--- src/rtl/serial_mem_target.sv ---
// serial_mem_target: byte-memory responder on the serial initiator bus.
// Define ERR_RESP_EN to flag out-of-window offsets with bus_target_err.
module serial_mem_target #(
  parameter logic [15:0] BASE_ADDR  = 16'h8000,
  parameter logic [15:0] ADDR_MASK  = 16'hF000,
  parameter int          MEM_AW     = 8,
  parameter int          TURNAROUND = 2
) (
  input  logic clk,
  input  logic rst_n,
  input  logic bus_data_in,
  input  logic bus_data_in_valid,
  input  logic bus_mode,
  input  logic bus_init_rw,
  input  logic bus_init_ready,
  output logic bus_data_out,
  output logic bus_data_out_valid,
  output logic bus_target_ready,
  output logic bus_target_rw,
  output logic bus_target_ack
`ifdef ERR_RESP_EN
  ,
  output logic bus_target_err
`endif
);

  localparam int WW =
    (TURNAROUND > 1) ? $clog2(TURNAROUND) : 1;
  localparam logic [WW-1:0] WAIT_LAST =
    WW'(TURNAROUND - 1);

  typedef enum logic [2:0] {
    IDLE,
    ADDR,
    WDATA,
    RD_WAIT,
    RD_SEND,
    ACK
  } state_e;

  state_e state_q, state_d;

  logic [14:0]       addr_sr_q, addr_sr_d;
  logic [6:0]        wd_sr_q, wd_sr_d;
  logic [3:0]        cnt_q, cnt_d;
  logic [WW-1:0]     wait_q, wait_d;
  logic [2:0]        bit_q, bit_d;
  logic [MEM_AW-1:0] off_q, off_d;
  logic [7:0]        rd_q, rd_d;
  logic              rw_q, rw_d;
  logic              match_q, match_d;
  logic              oor_q, oor_d;

  logic [7:0] mem_q [2**MEM_AW];

  logic        in_a, in_d;
  logic [15:0] addr_full;
  logic [7:0]  wd_full;
  logic        hit, oor;
  logic        addr_last, data_last;
  logic        wr_en;

  assign in_a = bus_data_in_valid & bus_mode;
  assign in_d = bus_data_in_valid & ~bus_mode;

  // LSB-first: newest bit enters at the top
  assign addr_full = {bus_data_in, addr_sr_q};
  assign wd_full   = {bus_data_in, wd_sr_q};

  assign hit = (addr_full & ADDR_MASK) == BASE_ADDR;

`ifdef ERR_RESP_EN
  assign oor = |(addr_full[11:0] >> MEM_AW);
`else
  assign oor = 1'b0;
`endif

  assign addr_last = (state_q == ADDR)
                   & in_a & (cnt_q == 4'd15);
  assign data_last = (state_q == WDATA)
                   & in_d & (cnt_q == 4'd7);
  assign wr_en = data_last & match_q & ~oor_q;

  always_ff @(posedge clk or negedge rst_n) begin
    if (!rst_n) begin
      state_q <= IDLE;
    end else begin
      state_q <= state_d;
    end
  end

  always_comb begin
    state_d = state_q;
    unique case (state_q)
      IDLE: begin
        if (in_a) state_d = ADDR;
      end
      ADDR: begin
        if (in_d) begin
          state_d = IDLE;
        end else if (addr_last) begin
          if (bus_init_rw)  state_d = WDATA;
          else if (hit)     state_d = RD_WAIT;
          else              state_d = IDLE;
        end
      end
      WDATA: begin
        if (in_a) begin
          state_d = IDLE;
        end else if (data_last) begin
          state_d = match_q ? ACK : IDLE;
        end
      end
      RD_WAIT: begin
        if (wait_q == WAIT_LAST) state_d = RD_SEND;
      end
      RD_SEND: begin
        if (bus_init_ready && bit_q == 3'd7)
          state_d = ACK;
      end
      ACK: state_d = IDLE;
      default: state_d = IDLE;
    endcase
  end

  always_comb begin
    bus_target_ready   = 1'b0;
    bus_data_out_valid = 1'b0;
    bus_data_out       = 1'b0;
    bus_target_ack     = 1'b0;
    unique case (state_q)
      IDLE, ADDR, WDATA: bus_target_ready = 1'b1;
      RD_SEND: begin
        bus_data_out_valid = bus_init_ready;
        bus_data_out = bus_init_ready & rd_q[bit_q];
      end
      ACK: bus_target_ack = 1'b1;
      default: ;
    endcase
  end

  assign bus_target_rw = rw_q;

`ifdef ERR_RESP_EN
  assign bus_target_err = (state_q == ACK) & oor_q;
`endif

  always_comb begin
    addr_sr_d = addr_sr_q;
    wd_sr_d   = wd_sr_q;
    cnt_d     = '0;
    wait_d    = '0;
    bit_d     = '0;
    off_d     = off_q;
    rd_d      = rd_q;
    rw_d      = rw_q;
    match_d   = match_q;
    oor_d     = oor_q;
    unique case (state_q)
      IDLE: begin
        if (in_a) begin
          addr_sr_d = addr_full[15:1];
          cnt_d     = 4'd1;
        end
      end
      ADDR: begin
        if (in_a) begin
          addr_sr_d = addr_full[15:1];
          cnt_d     = cnt_q + 4'd1;
        end else if (!in_d) begin
          cnt_d = cnt_q;
        end
        if (addr_last) begin
          off_d   = addr_full[MEM_AW-1:0];
          rw_d    = bus_init_rw;
          match_d = hit;
          oor_d   = oor;
        end
      end
      WDATA: begin
        if (in_d) begin
          wd_sr_d = wd_full[7:1];
          cnt_d   = cnt_q + 4'd1;
        end else if (!in_a) begin
          cnt_d = cnt_q;
        end
      end
      RD_WAIT: begin
        wait_d = wait_q + WW'(1);
        rd_d   = oor_q ? 8'hFF : mem_q[off_q];
      end
      RD_SEND: begin
        bit_d = bus_init_ready ? bit_q + 3'd1 : bit_q;
      end
      default: ;
    endcase
  end

  always_ff @(posedge clk or negedge rst_n) begin
    if (!rst_n) begin
      addr_sr_q <= '0;
      wd_sr_q   <= '0;
      cnt_q     <= '0;
      wait_q    <= '0;
      bit_q     <= '0;
      off_q     <= '0;
      rd_q      <= '0;
      rw_q      <= 1'b0;
      match_q   <= 1'b0;
      oor_q     <= 1'b0;
    end else begin
      addr_sr_q <= addr_sr_d;
      wd_sr_q   <= wd_sr_d;
      cnt_q     <= cnt_d;
      wait_q    <= wait_d;
      bit_q     <= bit_d;
      off_q     <= off_d;
      rd_q      <= rd_d;
      rw_q      <= rw_d;
      match_q   <= match_d;
      oor_q     <= oor_d;
    end
  end

  // Storage is deliberately left unreset
  always_ff @(posedge clk) begin
    if (wr_en) mem_q[off_q] <= wd_full;
  end

endmodule

--- config.mk ---
export PLATFORM = sky130hd
export DESIGN_NAME = serial_mem_target
export DESIGN_NICKNAME = d
export VERILOG_FILES = /design/src/rtl/serial_mem_target.sv
export SDC_FILE = /design/constraint.sdc
export NUM_CORES = 2
export LEC_CHECK = 0
export BUFFER_PORTS_ARGS = -buffer_cell sky130_fd_sc_hd__buf_2
export CAP_MARGIN = 20
export CORE_MARGIN = 2
export CORE_UTILIZATION = 46
export CTS_CLUSTER_DIAMETER = 50
export CTS_CLUSTER_SIZE = 24
export DETAILED_ROUTE_END_ITERATION = 12
export PLACE_DENSITY_LB_ADDON = 0.05
export SYNTH_ARGS = -nofsm -noshare
export SYNTH_HDL_FRONTEND = slang
export SYNTH_SLANG_ARGS = --single-unit
--- constraint.sdc ---
create_clock -name clk -period 4.2 [get_ports clk]
set_input_delay 0.21 -clock clk [delete_from_list [all_inputs] [get_ports clk]]
set_output_delay 0.21 -clock clk [all_outputs]
set_load 0.05 [all_outputs]
[After elaboration in Yosys (flattened, before gate mapping)]
Memory sizes are Yosys's and may differ from the RTL's. A register that Yosys moved wholly into a read port is not among the register bits.
Index checks and enable logic that the tools add are counted.
Cells by class
  reduce and logical (&&, ||, !) cells: 10
  multiplexer cells: 28
  bitwise operators: 9
  order comparisons: 1
  eq/ne operators: 17
  $add $sub $neg: 3
Operator list (count)
  3-bit two-way mux: 10
  4-bit two-way mux: 4
  3-bit case mux with 5 select lines: 1
  3-bit inequality test (second input constant): 4
  4-bit case mux with 3 select lines: 1
  3-bit == test (second input constant): 3
  1-bit two-way mux: 9
  1-bit AND: 8
  4-bit == test (second input constant): 2
  2-bit inequality test (second input constant): 4
  2-bit AND reduction: 4
  3-bit by 2-bit == test with 1-bit output (second input constant): 2
  5-bit AND reduction: 1
  4-bit by 1-bit adder with 4-bit output (second input constant): 1
  4-bit by 3-bit == test with 1-bit output (second input constant): 1
  3-bit by 4-bit less-than comparator with 1-bit output (second input constant): 1
  2-bit two-way mux: 2
  3-bit by 1-bit adder with 3-bit output (second input constant): 1
  1-bit binary-select mux with 3-bit select: 1
  3-bit by 1-bit == test with 1-bit output (second input constant): 1
  3-bit zero test: 1
  3-bit OR reduction: 1
  2-bit OR reduction: 1
  1-bit adder (second input constant): 1
  other kinds (3): 3
Storage, ports and cells
  memories: 1
  RAM bits: 2048
  logic and storage cells: 78
  bits in registers: 43
Memories
  mem_q: words 256, width 8, read ports 1, clocked after Yosys merged registers in 1, wr ports 1, RTL line 54  | logic [7:0] mem_q [2**MEM_AW];

[Longest topological paths before layout]
  word-level depth: 7
  depth in mapped cells: 13
  gate-level depth less buffers: 8

[Worst setup path before layout]
No wires, ideal clock.
  path kind: reg2reg
  start: register wd_sr_q[1]
  end: memory mem_q[0][1], data pin
  slack: 0.204 ns
  setup time: 0.805 ns
  data arrival time: 3.191 ns
  stages on the path, launching flop included: 1
  required time: 3.395 ns
  clock period less this slack: 3.996 ns
  cell sequence: dfrtp_1
RTL lines
  start: declaration: RTL line 44  | logic [6:0] wd_sr_q, wd_sr_d;
  start signal: assignment: RTL line 213  | wd_sr_q <= wd_sr_d;
  end: declaration: RTL line 54
No word-level cell before the write port.

==> run_results.csv <==
group,metric,value,unit
logic_synthesis,synth-seq-area-share,0.769,
floorplan,core_area,0.176,mm2
critical_path,critPathBufInv,2,
timing,period_share,0.906,
logic_synthesis,synth_largest_area_cell,"edfxtp_1",
clock_network,clk_latency,0.86,ns
critical_path,critical_path_required,4.94,ns
timing,tns,0,ns
placement,gp_congestion,0.852,
drt,drt_iter0_markers,4158,
critical_path,critPathKind,"flop to flop",
clock_network,cts_tree,"done",
global_route,grt_pass1_vias,41200,
clock_network,cts_root_buffer,"clkbuf_16",
critical_path,cp_num_cells,8,
global_route,grt_max_degree,139,
timing,tightest_slew,1.10,ns
logic_synthesis,synth_ff_type,"edfxtp_1",
clock_network,cts-buffers-inserted,180,
drt,route.detailed.drc,0,
drt,ant_nets,0,
timing,maxSlewHeadroom,0.265,
logic_synthesis,synth_area_leaders,"edfxtp_1 75%, mux4_2 14%, mux2i_1 1.6%",
logic_synthesis,yosysTopAreaCellShare,0.753,
drt,first_pass_iters,5,
worst_hold_path,hold_path.class,"primary input to async pin",
floorplan,die_h,425,um
layout,syn_to_final_growth,14.8,%
timing,fmax,0.263,GHz
flow_run,cap_violations,0,
power_and_ir_drop,p_per_area,454,mW/mm2
critical_path,cpLargestDelayFamily,"multiplexers",
critical_path,critPathLaunchType,"flop",
timing,hold_violations,0,
power_and_ir_drop,total_power,42.6,mW
critical_path,reg2regPathDepth,8,
placement,dp_hpwl,134,mm
layout,final_nets,4190,
logic_synthesis,synthCells,3783,
layout,final_cells,6678,
layout,postLayoutCoreUtil,0.532,
floorplan,initial_core_util,0.463,
global_route,grt_antenna_before_repair,2,
global_route,overflow,0,
logic_synthesis,synthArstFlopShare,0.0243,
outcome,status,"completed",
drt,vias,39700,
clock_network,clk_pin_slew_worst_paths,0.07,ns
logic_synthesis,ys_warn_count,0,
drt,avgRoutedWirePerCell,32.0,um
layout,drive_gt1_frac,0.310,
power_and_ir_drop,p_leak,29.5,nW
logic_synthesis,syn_area,0.0817,mm2
clock_network,clk_path_buf_depth,3,
timing,finalSetupViolCount,0,
critical_path,cp.arrival,4.54,ns
critical_path,path_cells,"buf_12 > buf_4 > mux4_2 > mux4_2 > o21ai_0 > nand2_1 > and3_1 > o32a_1",
timing,skew,0.0494,ns
logic_synthesis,synth_cell_types,57,
timing,rsz0062_at_grt,"no",
critical_path,critPathSlowestCell,"dfrtp_4",
critical_path,end_kind,"flop",
drt,viasPerCell,5.95,
logic_synthesis,ys_ff_latch,2099,
placement,portBuffers,11,
logic_synthesis,syn_avg_cell_area,21.6,um2
clock_network,post_cts_resized,0,
critical_path,cpPeakStageDelay,0.75,ns
floorplan,ios,12,
clock_network,clock_sinks,2099,
layout,fillers,13600,
placement,place_inst,6328,
floorplan,fp.dieW,425,um
logic_synthesis,synth-edff-count,2048,
drt,routed_wl,214,mm
critical_path,cp_max_fo,40,
logic_synthesis,synthesis.nets,3793,
clock_network,cts-htree-levels,4,
critical_path,cpMostUsedCell,"mux4_2",
global_route,grt_pass1_wl,307,mm
timing,drv_slew,0,
power_and_ir_drop,vdd_drop_max,0.000475,V
floorplan,row_count,154,
floorplan,die_area,0.181,mm2
timing,min_period,3.80,ns
global_route,grt.total_usage,0.239,
==> final cells by class <==
class | instances | area, um2 | share of cell area
Inverter | 7 | 26.3 | 0.000280
Tap cell | 2340 | 2930 | 0.0312
Antenna cell | 1 | 2.50 | 0.0000267
Timing Repair Buffer | 441 | 3820 | 0.0407
Sequential cell | 2099 | 62800 | 0.670
Clock inverter | 146 | 1760 | 0.0188
Multi-Input combinational cell | 1451 | 17700 | 0.189
Clock buffer | 193 | 4680 | 0.0499
==> cells in the mapped netlist (all sizes together) (6+ instances only) <==
cell and instances:
a2111oi 7, a211oi 10, a21oi 25, a221oi 17, a22oi 81, a31oi 11
and3 8, buf 122, clkbuf 104, dfrtp 51, edfxtp 2048, inv 6
mux2 42, mux2i 134, mux4 530, nand2 80, nand2b 16, nand3 13
nor2 319, nor2b 18, nor3 6, o2111ai 6, o211ai 8, o21ai 47
o221ai 6, o22ai 16, o32a 7
==> kinds of logic (layout without fill, tap and decap cells) <==
kind of cell / after synthesis / count (layout) / share of synthesized area
muxes: 706 / 706 / 0.169
buffers and inverters: 233 / 787 / 0.0148
AOI/OAI and AO/OA: 256 / 256 / 0.0219
and+or+nand+nor: 484 / 484 / 0.0248
xor gates and xnor gates: 2 / 2 / 0.000215
other: 0 / 1 / 0
adders and majority gates: 3 / 3 / 0.000460
DFF: 2099 / 2099 / 0.769
==> path summary, 6_finish.rpt <==
check                               from             to  slack (ns)
setup / recovery                off_q[1]        rd_q[7]        0.40
hold / removal                     rst_n     wd_sr_q[4]        0.07
setup reg to reg                off_q[1]        rd_q[7]        0.40
hold reg to reg            addr_sr_q[11]  addr_sr_q[11]        0.50
max in group asynchronous          rst_n       off_q[1]        3.54
min in group clk             bus_init_rw  bus_target_rw        0.23
==> power by group <==
| group | switching [mW] | total [mW] | internal [mW] |
|---|---|---|---|
| Combinational | 0.794 | 1.05 | 0.257 |
| Clock | 8.38 | 17.8 | 9.44 |
| Sequential | 0.259 | 23.7 | 23.4 |
==> per-stage QoR <==
stage	setup WS, ns	hold WS, ns	area, um2
3_5_place_dp	0.329	0.412	87200
6_report	0.396	0.0698	93700
2_1_floorplan	0.204	-0.0856	81700
3_3_place_gp	0.337	0.383	87200
4_1_cts	0.348	0.0438	93700
5_1_grt	0.330	0.0999	93700
==> per-layer routing <==
layer / GRT usage / vias up / wire (um)
met5: 0 / - / 0
met4: 0.0690 / 0 / 5870
met3: 0.0322 / 279 / 11600
met2: 0.390 / 1278 / 105000
met1: 0.341 / 21500 / 91300
li1: - / 16600 / -
==> cell usage in the layout, fill, tap and decap left out, types with 25 or more instances in the layout <==
cell          n
nand2_1      80
mux2i_1     134
buf_12       39
a21oi_1      25
a22oi_1      81
edfxtp_1   2048
mux2_2       42
inv_6        26
nor2_1      318
clkbuf_16   186
mux4_2      516
o21ai_0      46
dfrtp_1      38
buf_4       382
==> repair_timing <==
item | in CTS | in global routing
buffers inserted | 0 | 0
endpoints found under the hold margin | 98 | 0
hold buffers | 8 | 0
==> flip-flops by register name (all words and copies together), names as in the netlist <==
signal and cells:
cnt_q 4, match_q 1, mem_q 2048, wd_sr_q 7, bit_q 3, off_q 8, wait_q 1, bus_target_rw 1
addr_sr_q 15, rd_q 8, state_q 3
==> worst min-delay path, cell delays in order <==
cell           delay (ns)
dlygate4sd3_1        0.53
buf_2                0.10
buf_4                0.57
No activity file was read; power rests on OpenSTA's default activity.
